===== config.mk =====
export PLATFORM = sky130hd
export DESIGN_NAME = ipnuma_cfgregs
export DESIGN_NICKNAME = d
export VERILOG_FILES = /design/src/rtl/ipnuma_cfgregs.sv
export SDC_FILE = /design/constraint.sdc
export NUM_CORES = 2
export LEC_CHECK = 0
export ABC_CLOCK_PERIOD_IN_PS = 18400
export CORE_MARGIN = 3
export CORE_UTILIZATION = 32
export CTS_CLUSTER_DIAMETER = 200
export DETAILED_ROUTE_END_ITERATION = 10
export PLACE_DENSITY = 0.57
export SYNTH_ARGS = -nofsm -noshare
export SYNTH_HDL_FRONTEND = slang
export SYNTH_SLANG_ARGS = --single-unit

===== constraint.sdc =====
create_clock -name pcie_clk -period 18.4 [get_ports pcie_clk]
set_input_delay 2.76 -clock pcie_clk [delete_from_list [all_inputs] [get_ports pcie_clk]]
set_output_delay 2.76 -clock pcie_clk [all_outputs]
set_load 0.05 [all_outputs]

===== src/rtl/ipnuma_cfgregs.sv =====
// IP-NUMA bridge configuration registers: shadow/active double-buffered
// per-channel peer addresses with atomic commit; optional IPNUMA_CFG_STATS_EN.
//
// Ports:
//   pcie_clk, sys_rst              clock, synchronous active-high reset
//   slv_bar_i/ce/we/adr/dat/sel    16-bit PCIe slave bus (word addressed)
//   slv_dat_o                      read data, valid one cycle after a read
//   commit_hold / commit_done      consumer busy / one-cycle commit pulse
//   if_v4addr, if_macaddr          active interface addresses
//   dest_v4addr, dest_macaddr,     active per-channel values, channel c at
//   mem_paddr                      slice [W*c +: W]
//   tx_pkt, rx_pkt                 per-channel packet events (stats build)
// Macro IPNUMA_CFG_STATS_EN adds 32-bit TX/RX counters per channel.
module ipnuma_cfgregs #(
  parameter int unsigned NCH        = 4,
  parameter int unsigned BAR_IDX    = 0,
  parameter logic [47:0] MEM_BASE   = 48'h0000_d000_0000,
  parameter logic [47:0] MEM_STRIDE = 48'h0000_1000_0000
) (
  input  logic              pcie_clk,
  input  logic              sys_rst,
  input  logic [6:0]        slv_bar_i,
  input  logic              slv_ce_i,
  input  logic              slv_we_i,
  input  logic [19:1]       slv_adr_i,
  input  logic [15:0]       slv_dat_i,
  input  logic [1:0]        slv_sel_i,
  output logic [15:0]       slv_dat_o,
  input  logic              commit_hold,
  output logic              commit_done,
  output logic [31:0]       if_v4addr,
  output logic [47:0]       if_macaddr,
  output logic [32*NCH-1:0] dest_v4addr,
  output logic [48*NCH-1:0] dest_macaddr,
  output logic [48*NCH-1:0] mem_paddr,
  input  logic [NCH-1:0]    tx_pkt,
  input  logic [NCH-1:0]    rx_pkt
);

  localparam logic [31:0] IFV4_RST  = 32'h0A00_15C7;
  localparam logic [47:0] IFMAC_RST = 48'h0037_7600_0001;
  localparam logic [31:0] DV4_RST   = 32'h0A00_15FF;
  localparam logic [47:0] DMAC_RST  = 48'hFFFF_FFFF_FFFF;

  typedef enum logic {S_IDLE, S_PEND} state_e;

  function automatic logic [15:0] lane_wr(
    input logic [15:0] old,
    input logic [15:0] d,
    input logic [1:0]  s
  );
    return {s[1] ? d[15:8] : old[15:8],
            s[0] ? d[7:0]  : old[7:0]};
  endfunction

  // mem paddr words are presented with their bytes swapped on the bus
  function automatic logic [15:0] bswap(input logic [15:0] x);
    return {x[7:0], x[15:8]};
  endfunction

  function automatic logic [47:0] mem_rst(input int c);
    return MEM_BASE + MEM_STRIDE * 48'(c);
  endfunction

  logic           acc, wr, rd, glb;
  logic [8:0]     w;
  logic [3:0]     off;
  logic [4:0]     ch_idx;
  logic [NCH-1:0] ch_hit;
  logic           req, commit, pend;
  state_e         state_q, state_d;
  logic [15:0]    rd_val, rdata_q;

  logic [31:0] sh_ifv4_q, act_ifv4_q;
  logic [47:0] sh_ifmac_q, act_ifmac_q;
  logic [31:0] sh_dv4_q [NCH];
  logic [31:0] act_dv4_q [NCH];
  logic [47:0] sh_dmac_q [NCH];
  logic [47:0] act_dmac_q [NCH];
  logic [47:0] sh_mem_q [NCH];
  logic [47:0] act_mem_q [NCH];

  assign acc    = slv_bar_i[BAR_IDX] & slv_ce_i;
  assign wr     = acc & slv_we_i;
  assign rd     = acc & ~slv_we_i;
  assign w      = slv_adr_i[9:1];
  assign off    = w[3:0];
  assign glb    = (w[8:4] == 5'd0);
  assign ch_idx = w[8:4] - 5'd1;

  always_comb begin
    for (int c = 0; c < NCH; c++) begin
      ch_hit[c] = !glb && (ch_idx == 5'(c));
    end
  end

  assign pend = (state_q == S_PEND);
  assign req  = wr && (w == 9'h006) && slv_sel_i[0] && slv_dat_i[0];

  always_ff @(posedge pcie_clk) begin
    if (sys_rst) state_q <= S_IDLE;
    else         state_q <= state_d;
  end

  // a request while pending is absorbed into the pending commit
  always_comb begin
    state_d = state_q;
    commit  = 1'b0;
    unique case (state_q)
      S_IDLE: if (req) state_d = S_PEND;
      S_PEND: if (!commit_hold) begin
        commit  = 1'b1;
        state_d = S_IDLE;
      end
      default: state_d = S_IDLE;
    endcase
  end

  assign commit_done = commit;

  always_ff @(posedge pcie_clk) begin
    if (sys_rst) begin
      sh_ifv4_q  <= IFV4_RST;
      sh_ifmac_q <= IFMAC_RST;
      for (int c = 0; c < NCH; c++) begin
        sh_dv4_q[c]  <= DV4_RST;
        sh_dmac_q[c] <= DMAC_RST;
        sh_mem_q[c]  <= mem_rst(c);
      end
    end else if (wr) begin
      if (glb) begin
        unique case (off)
          4'h0: sh_ifv4_q[31:16] <=
                  lane_wr(sh_ifv4_q[31:16], slv_dat_i, slv_sel_i);
          4'h1: sh_ifv4_q[15:0] <=
                  lane_wr(sh_ifv4_q[15:0], slv_dat_i, slv_sel_i);
          4'h2: sh_ifmac_q[47:32] <=
                  lane_wr(sh_ifmac_q[47:32], slv_dat_i, slv_sel_i);
          4'h3: sh_ifmac_q[31:16] <=
                  lane_wr(sh_ifmac_q[31:16], slv_dat_i, slv_sel_i);
          4'h4: sh_ifmac_q[15:0] <=
                  lane_wr(sh_ifmac_q[15:0], slv_dat_i, slv_sel_i);
          default: ;
        endcase
      end
      for (int c = 0; c < NCH; c++) begin
        if (ch_hit[c]) begin
          unique case (off)
            4'h0: sh_dv4_q[c][31:16] <=
                    lane_wr(sh_dv4_q[c][31:16], slv_dat_i, slv_sel_i);
            4'h1: sh_dv4_q[c][15:0] <=
                    lane_wr(sh_dv4_q[c][15:0], slv_dat_i, slv_sel_i);
            4'h2: sh_dmac_q[c][47:32] <=
                    lane_wr(sh_dmac_q[c][47:32], slv_dat_i, slv_sel_i);
            4'h3: sh_dmac_q[c][31:16] <=
                    lane_wr(sh_dmac_q[c][31:16], slv_dat_i, slv_sel_i);
            4'h4: sh_dmac_q[c][15:0] <=
                    lane_wr(sh_dmac_q[c][15:0], slv_dat_i, slv_sel_i);
            4'h5: sh_mem_q[c][15:0] <= bswap(
                    lane_wr(bswap(sh_mem_q[c][15:0]), slv_dat_i, slv_sel_i));
            4'h6: sh_mem_q[c][31:16] <= bswap(
                    lane_wr(bswap(sh_mem_q[c][31:16]), slv_dat_i, slv_sel_i));
            4'h7: sh_mem_q[c][47:32] <= bswap(
                    lane_wr(bswap(sh_mem_q[c][47:32]), slv_dat_i, slv_sel_i));
            default: ;
          endcase
        end
      end
    end
  end

  // copies the pre-edge shadow, so a write in the commit cycle stays shadow-only
  always_ff @(posedge pcie_clk) begin
    if (sys_rst) begin
      act_ifv4_q  <= IFV4_RST;
      act_ifmac_q <= IFMAC_RST;
      for (int c = 0; c < NCH; c++) begin
        act_dv4_q[c]  <= DV4_RST;
        act_dmac_q[c] <= DMAC_RST;
        act_mem_q[c]  <= mem_rst(c);
      end
    end else if (commit) begin
      act_ifv4_q  <= sh_ifv4_q;
      act_ifmac_q <= sh_ifmac_q;
      for (int c = 0; c < NCH; c++) begin
        act_dv4_q[c]  <= sh_dv4_q[c];
        act_dmac_q[c] <= sh_dmac_q[c];
        act_mem_q[c]  <= sh_mem_q[c];
      end
    end
  end

  assign if_v4addr  = act_ifv4_q;
  assign if_macaddr = act_ifmac_q;

  for (genvar c = 0; c < NCH; c++) begin : g_out
    assign dest_v4addr[32*c +: 32]  = act_dv4_q[c];
    assign dest_macaddr[48*c +: 48] = act_dmac_q[c];
    assign mem_paddr[48*c +: 48]    = act_mem_q[c];
  end

`ifdef IPNUMA_CFG_STATS_EN
  logic [31:0] cnt_q  [NCH][2];
  logic [15:0] snap_q [NCH][2];
  logic        snv_q  [NCH][2];

  function automatic logic [3:0] hi_off(input int k);
    return (k == 0) ? 4'h8 : 4'hA;
  endfunction

  // hi read snapshots lo so a hi/lo pair reads one coherent 32-bit value
  always_ff @(posedge pcie_clk) begin
    if (sys_rst) begin
      for (int c = 0; c < NCH; c++) begin
        for (int k = 0; k < 2; k++) begin
          cnt_q[c][k]  <= '0;
          snap_q[c][k] <= '0;
          snv_q[c][k]  <= 1'b0;
        end
      end
    end else begin
      for (int c = 0; c < NCH; c++) begin
        for (int k = 0; k < 2; k++) begin
          if (wr && ch_hit[c] && off == hi_off(k))
            cnt_q[c][k] <= '0;
          else if ((k == 0) ? tx_pkt[c] : rx_pkt[c])
            cnt_q[c][k] <= cnt_q[c][k] + 32'd1;
          if (rd && ch_hit[c] && off == hi_off(k)) begin
            snap_q[c][k] <= cnt_q[c][k][15:0];
            snv_q[c][k]  <= 1'b1;
          end else if (rd && ch_hit[c] && off == hi_off(k) + 4'd1) begin
            snv_q[c][k]  <= 1'b0;
          end
        end
      end
    end
  end

  logic unused_ok;
  assign unused_ok = ^{slv_adr_i[19:10], slv_bar_i};
`else
  logic unused_ok;
  assign unused_ok = ^{slv_adr_i[19:10], slv_bar_i, tx_pkt, rx_pkt};
`endif

  always_comb begin
    rd_val = '0;
    if (glb) begin
      unique case (off)
        4'h0: rd_val = sh_ifv4_q[31:16];
        4'h1: rd_val = sh_ifv4_q[15:0];
        4'h2: rd_val = sh_ifmac_q[47:32];
        4'h3: rd_val = sh_ifmac_q[31:16];
        4'h4: rd_val = sh_ifmac_q[15:0];
        4'h6: rd_val = {15'b0, pend};
        4'h7: rd_val = {8'(NCH), 7'b0, pend};
        default: rd_val = '0;
      endcase
    end
    for (int c = 0; c < NCH; c++) begin
      if (ch_hit[c]) begin
        unique case (off)
          4'h0: rd_val = sh_dv4_q[c][31:16];
          4'h1: rd_val = sh_dv4_q[c][15:0];
          4'h2: rd_val = sh_dmac_q[c][47:32];
          4'h3: rd_val = sh_dmac_q[c][31:16];
          4'h4: rd_val = sh_dmac_q[c][15:0];
          4'h5: rd_val = bswap(sh_mem_q[c][15:0]);
          4'h6: rd_val = bswap(sh_mem_q[c][31:16]);
          4'h7: rd_val = bswap(sh_mem_q[c][47:32]);
`ifdef IPNUMA_CFG_STATS_EN
          4'h8: rd_val = cnt_q[c][0][31:16];
          4'h9: rd_val = snv_q[c][0] ? snap_q[c][0] : cnt_q[c][0][15:0];
          4'hA: rd_val = cnt_q[c][1][31:16];
          4'hB: rd_val = snv_q[c][1] ? snap_q[c][1] : cnt_q[c][1][15:0];
`endif
          default: rd_val = '0;
        endcase
      end
    end
  end

  always_ff @(posedge pcie_clk) begin
    if (sys_rst) rdata_q <= '0;
    else if (rd) rdata_q <= rd_val;
  end

  assign slv_dat_o = slv_bar_i[BAR_IDX] ? rdata_q : 16'h0;

endmodule


==> out/results.ini <==
[synthesis]
synthXorXnorAreaFrac=0
count_of_mapped_cells_out_of_synthesis=3689
synth_top_cells_by_area=sky130_fd_sc_hd__edfxtp_1 61%, sky130_fd_sc_hd__dfxtp_1 7.1%, sky130_fd_sc_hd__or3_1 6.4%
netlist_area_before_placement_mm2=0.0501
mux_cell_area_share_after_synthesis=0.0757
synth_seq_area_share=0.685
synth_enable_flop_cells=1024
synth_cell_type_count=58
synthMostInstantiatedCell=sky130_fd_sc_hd__edfxtp_1
ys_flop_type=sky130_fd_sc_hd__edfxtp_1
synthDominantAreaCellType=sky130_fd_sc_hd__edfxtp_1
synthSimpleGateAreaFrac=0.172
postSynthAreaPerCell_um2=13.6
synth_common_cells=1024 x sky130_fd_sc_hd__edfxtp_1, 510 x sky130_fd_sc_hd__or3_1, 308 x sky130_fd_sc_hd__clkbuf_1
yosysWarnings=0
async_reset_ff_frac=0
synth_fp_nets=3746
main_combinational_cell_family_by_area_after_synthesis=simple AND/OR/NAND/NOR gates
post_synth_fa_ha_maj_area_fraction=0
synth.ff_latch_count=1201
synth-compound-area-share=0.0382
yosys.area.top_type_share=0.614

[clock_network]
cts_inserted_buffers=134
clkTransAtPathRegs_ps=50
clockRootBuffer=sky130_fd_sc_hd__clkbuf_16
clock_path_buffers=3
htree_levels=4
cts_tree=done
cts_num_sinks=1201
cts.repair_timing.setup_buffer_count=0
cts-resized-gates=0
cts_hold_buf=0
worstSkewPairLatency_ps=790

[place]
dp_hpwl_mm=131
io_buffers=641
gpl.final_weighted_congestion=0.873
placedInstanceArea_mm2=0.0581

[grt]
largest_net_degree_at_the_start_of_global_routing=169
grt-ovfl-total=0
first_global_vias=33082
grt_usage=0.235
grt_pass1_wl_mm=267
antenna_found_initial=24

[timing]
setup_repair_after_global_routing_missed_its_margin=false
timing_worst_slew_pin_value_ps=1210
summed_negative_setup_slack_over_all_endpoints_ps=0
slew_headroom=0.194
max_clock_freq_ghz=0.123
slew_viol_final=0
timing.final.hold_violations=0
skew_ps=31.6
timing.final.crit_period_ps=8130
period_share=0.442
fin_hold_ws_ps=453
setup_viol_count_final=0

[power_and_ir_drop]
internal_uw=4680
vdd.ir_drop.worst_mv=0.0838
total_power_uw=6200
clockPowerShare=0.436
share_seq_of_total_power=0.497
static-leakage-power_uw=0.0212
total_switching_power_uw=1520
power_density_mw_per_mm2=99.1
swShare=0.245
p_comb_frac=0.067

[status]
outcome=finished, final reports clean

[drt]
post_drt_via_cell_ratio=5.42
firstDrtPassIters=7
num_vias=34294
wirelength_mm=196
drt-wirelength-per-cell_um=30.9
drc_errors=0
drt.antenna.violating_nets=0
detailedRoute.firstIterationViolations=4266

[cells_and_area]
flow.area_growth_from_synthesis_pct=24.9
drive_above_1_share=0.0978
final_nets=4222
final_util=0.404
final_design_area_no_fill_mm2=0.0625
seq_area_mm2=0.0343
final.fill_count=14360
multiInputGateArea_mm2=0.0144

[critical_path]
worst_ep_arrival_time_ps=5370
worstPathMaxFanout=90
start_kind=input pin
crit_required_ps=15640
worst_setup_path_end_kind=output port
r2r.worst_path.cells=4
worst-setup-path-type=input pin to output port

[floorplanning]
dieHeight_um=402
start_util=0.324
die_w_um=402
floorplan.rows=144
pin_count=666
core_area_mm2=0.155
die_area_mm2=0.161

[min_path]
hold_path.class=flop to flop
hold-path-cell-count=2

[flow_run]
maxCapViolCount=0

## placed cells by master, fill, tap and decap left out, types with 34 or more instances in the layout
cell type / n
sky130_fd_sc_hd__nand2_1: 299
sky130_fd_sc_hd__a21oi_1: 117
sky130_fd_sc_hd__and2_1: 274
sky130_fd_sc_hd__and3_1: 265
sky130_fd_sc_hd__clkdlybuf4s50_1: 619
sky130_fd_sc_hd__clkbuf_16: 140
sky130_fd_sc_hd__nor2_1: 92
sky130_fd_sc_hd__o22ai_1: 62
sky130_fd_sc_hd__or3_1: 509
sky130_fd_sc_hd__o21ai_0: 55
sky130_fd_sc_hd__buf_4: 69
sky130_fd_sc_hd__dfxtp_1: 177
sky130_fd_sc_hd__mux4_2: 84
sky130_fd_sc_hd__edfxtp_1: 1024
sky130_fd_sc_hd__nand3_1: 34
sky130_fd_sc_hd__mux2i_1: 184
## power groups by stage
stage          registers [uW]  clock network [uW]  logic [uW]
6_report                 3080                2710         415
5_1_grt                  3080                2840         428
4_1_cts                  3080                2750         415
3_5_place_dp             3140                   0         415
3_3_place_gp             3130                   0         413
2_1_floorplan            3200                   0         163
## layout make-up
class,count,share of cell area
flip-flops and latches,1201,0.548
well taps,2044,0.0409
multi-input cells,2115,0.229
clock inverters,81,0.0122
diodes,8,0.000320
inverters,2,0.000360
clock buffers,163,0.0583
repair buffers,711,0.110
## critical path: stages
cell and delay [ps]:
sky130_fd_sc_hd__clkdlybuf4s50_1 410, sky130_fd_sc_hd__nand2b_4 570, sky130_fd_sc_hd__inv_8 690, sky130_fd_sc_hd__clkdlybuf4s50_1 920
## stage by stage
stage,std cells,setup WS (ps)
finish,6325,10270
global route,6317,10110
CTS,6317,10250
detailed placement,6073,10260
global placement,6073,10240
floorplan,3689,2760
## path summary, 6_finish.rpt
check                                    endpoint  slack (ps)           start
worst max-delay path                  commit_done       10270     commit_hold
worst min-delay path               if_macaddr[11]         450  if_macaddr[11]
worst max register to register  act_dmac_q[1][12]       14150            pend
worst min register to register     if_macaddr[11]         450  if_macaddr[11]
## routing by layer
metal,global-route usage,vias to the layer above,wire length [um]
met2,0.375,1880,91300
met1,0.313,17459,79700
met3,0.0593,268,18200
met4,0.0775,4,6360
li1,-,14683,-
met5,0,-,27
## logic make-up (layout without fill, tap and decap cells)
| kind of cell | after synthesis | in the layout |
|---|---|---|
| other | 0 | 8 |
| AO/OA/AOI/OAI | 313 | 313 |
| flip-flops | 1201 | 1201 |
| buffers and inverters | 373 | 957 |
| multiplexers | 273 | 273 |
| AND/OR/NAND/NOR | 1529 | 1529 |
## flip-flops by register name (all words and copies together), names as in the netlist, 32 cells and up
register and flops:
act_mem_q 192, act_dv4_q 128, act_dmac_q 192, sh_dv4_q 128
if_macaddr 48, sh_mem_q 192, sh_ifv4_q 32, if_v4addr 32
sh_dmac_q 192, sh_ifmac_q 48
(Power assumes the default switching activity.)
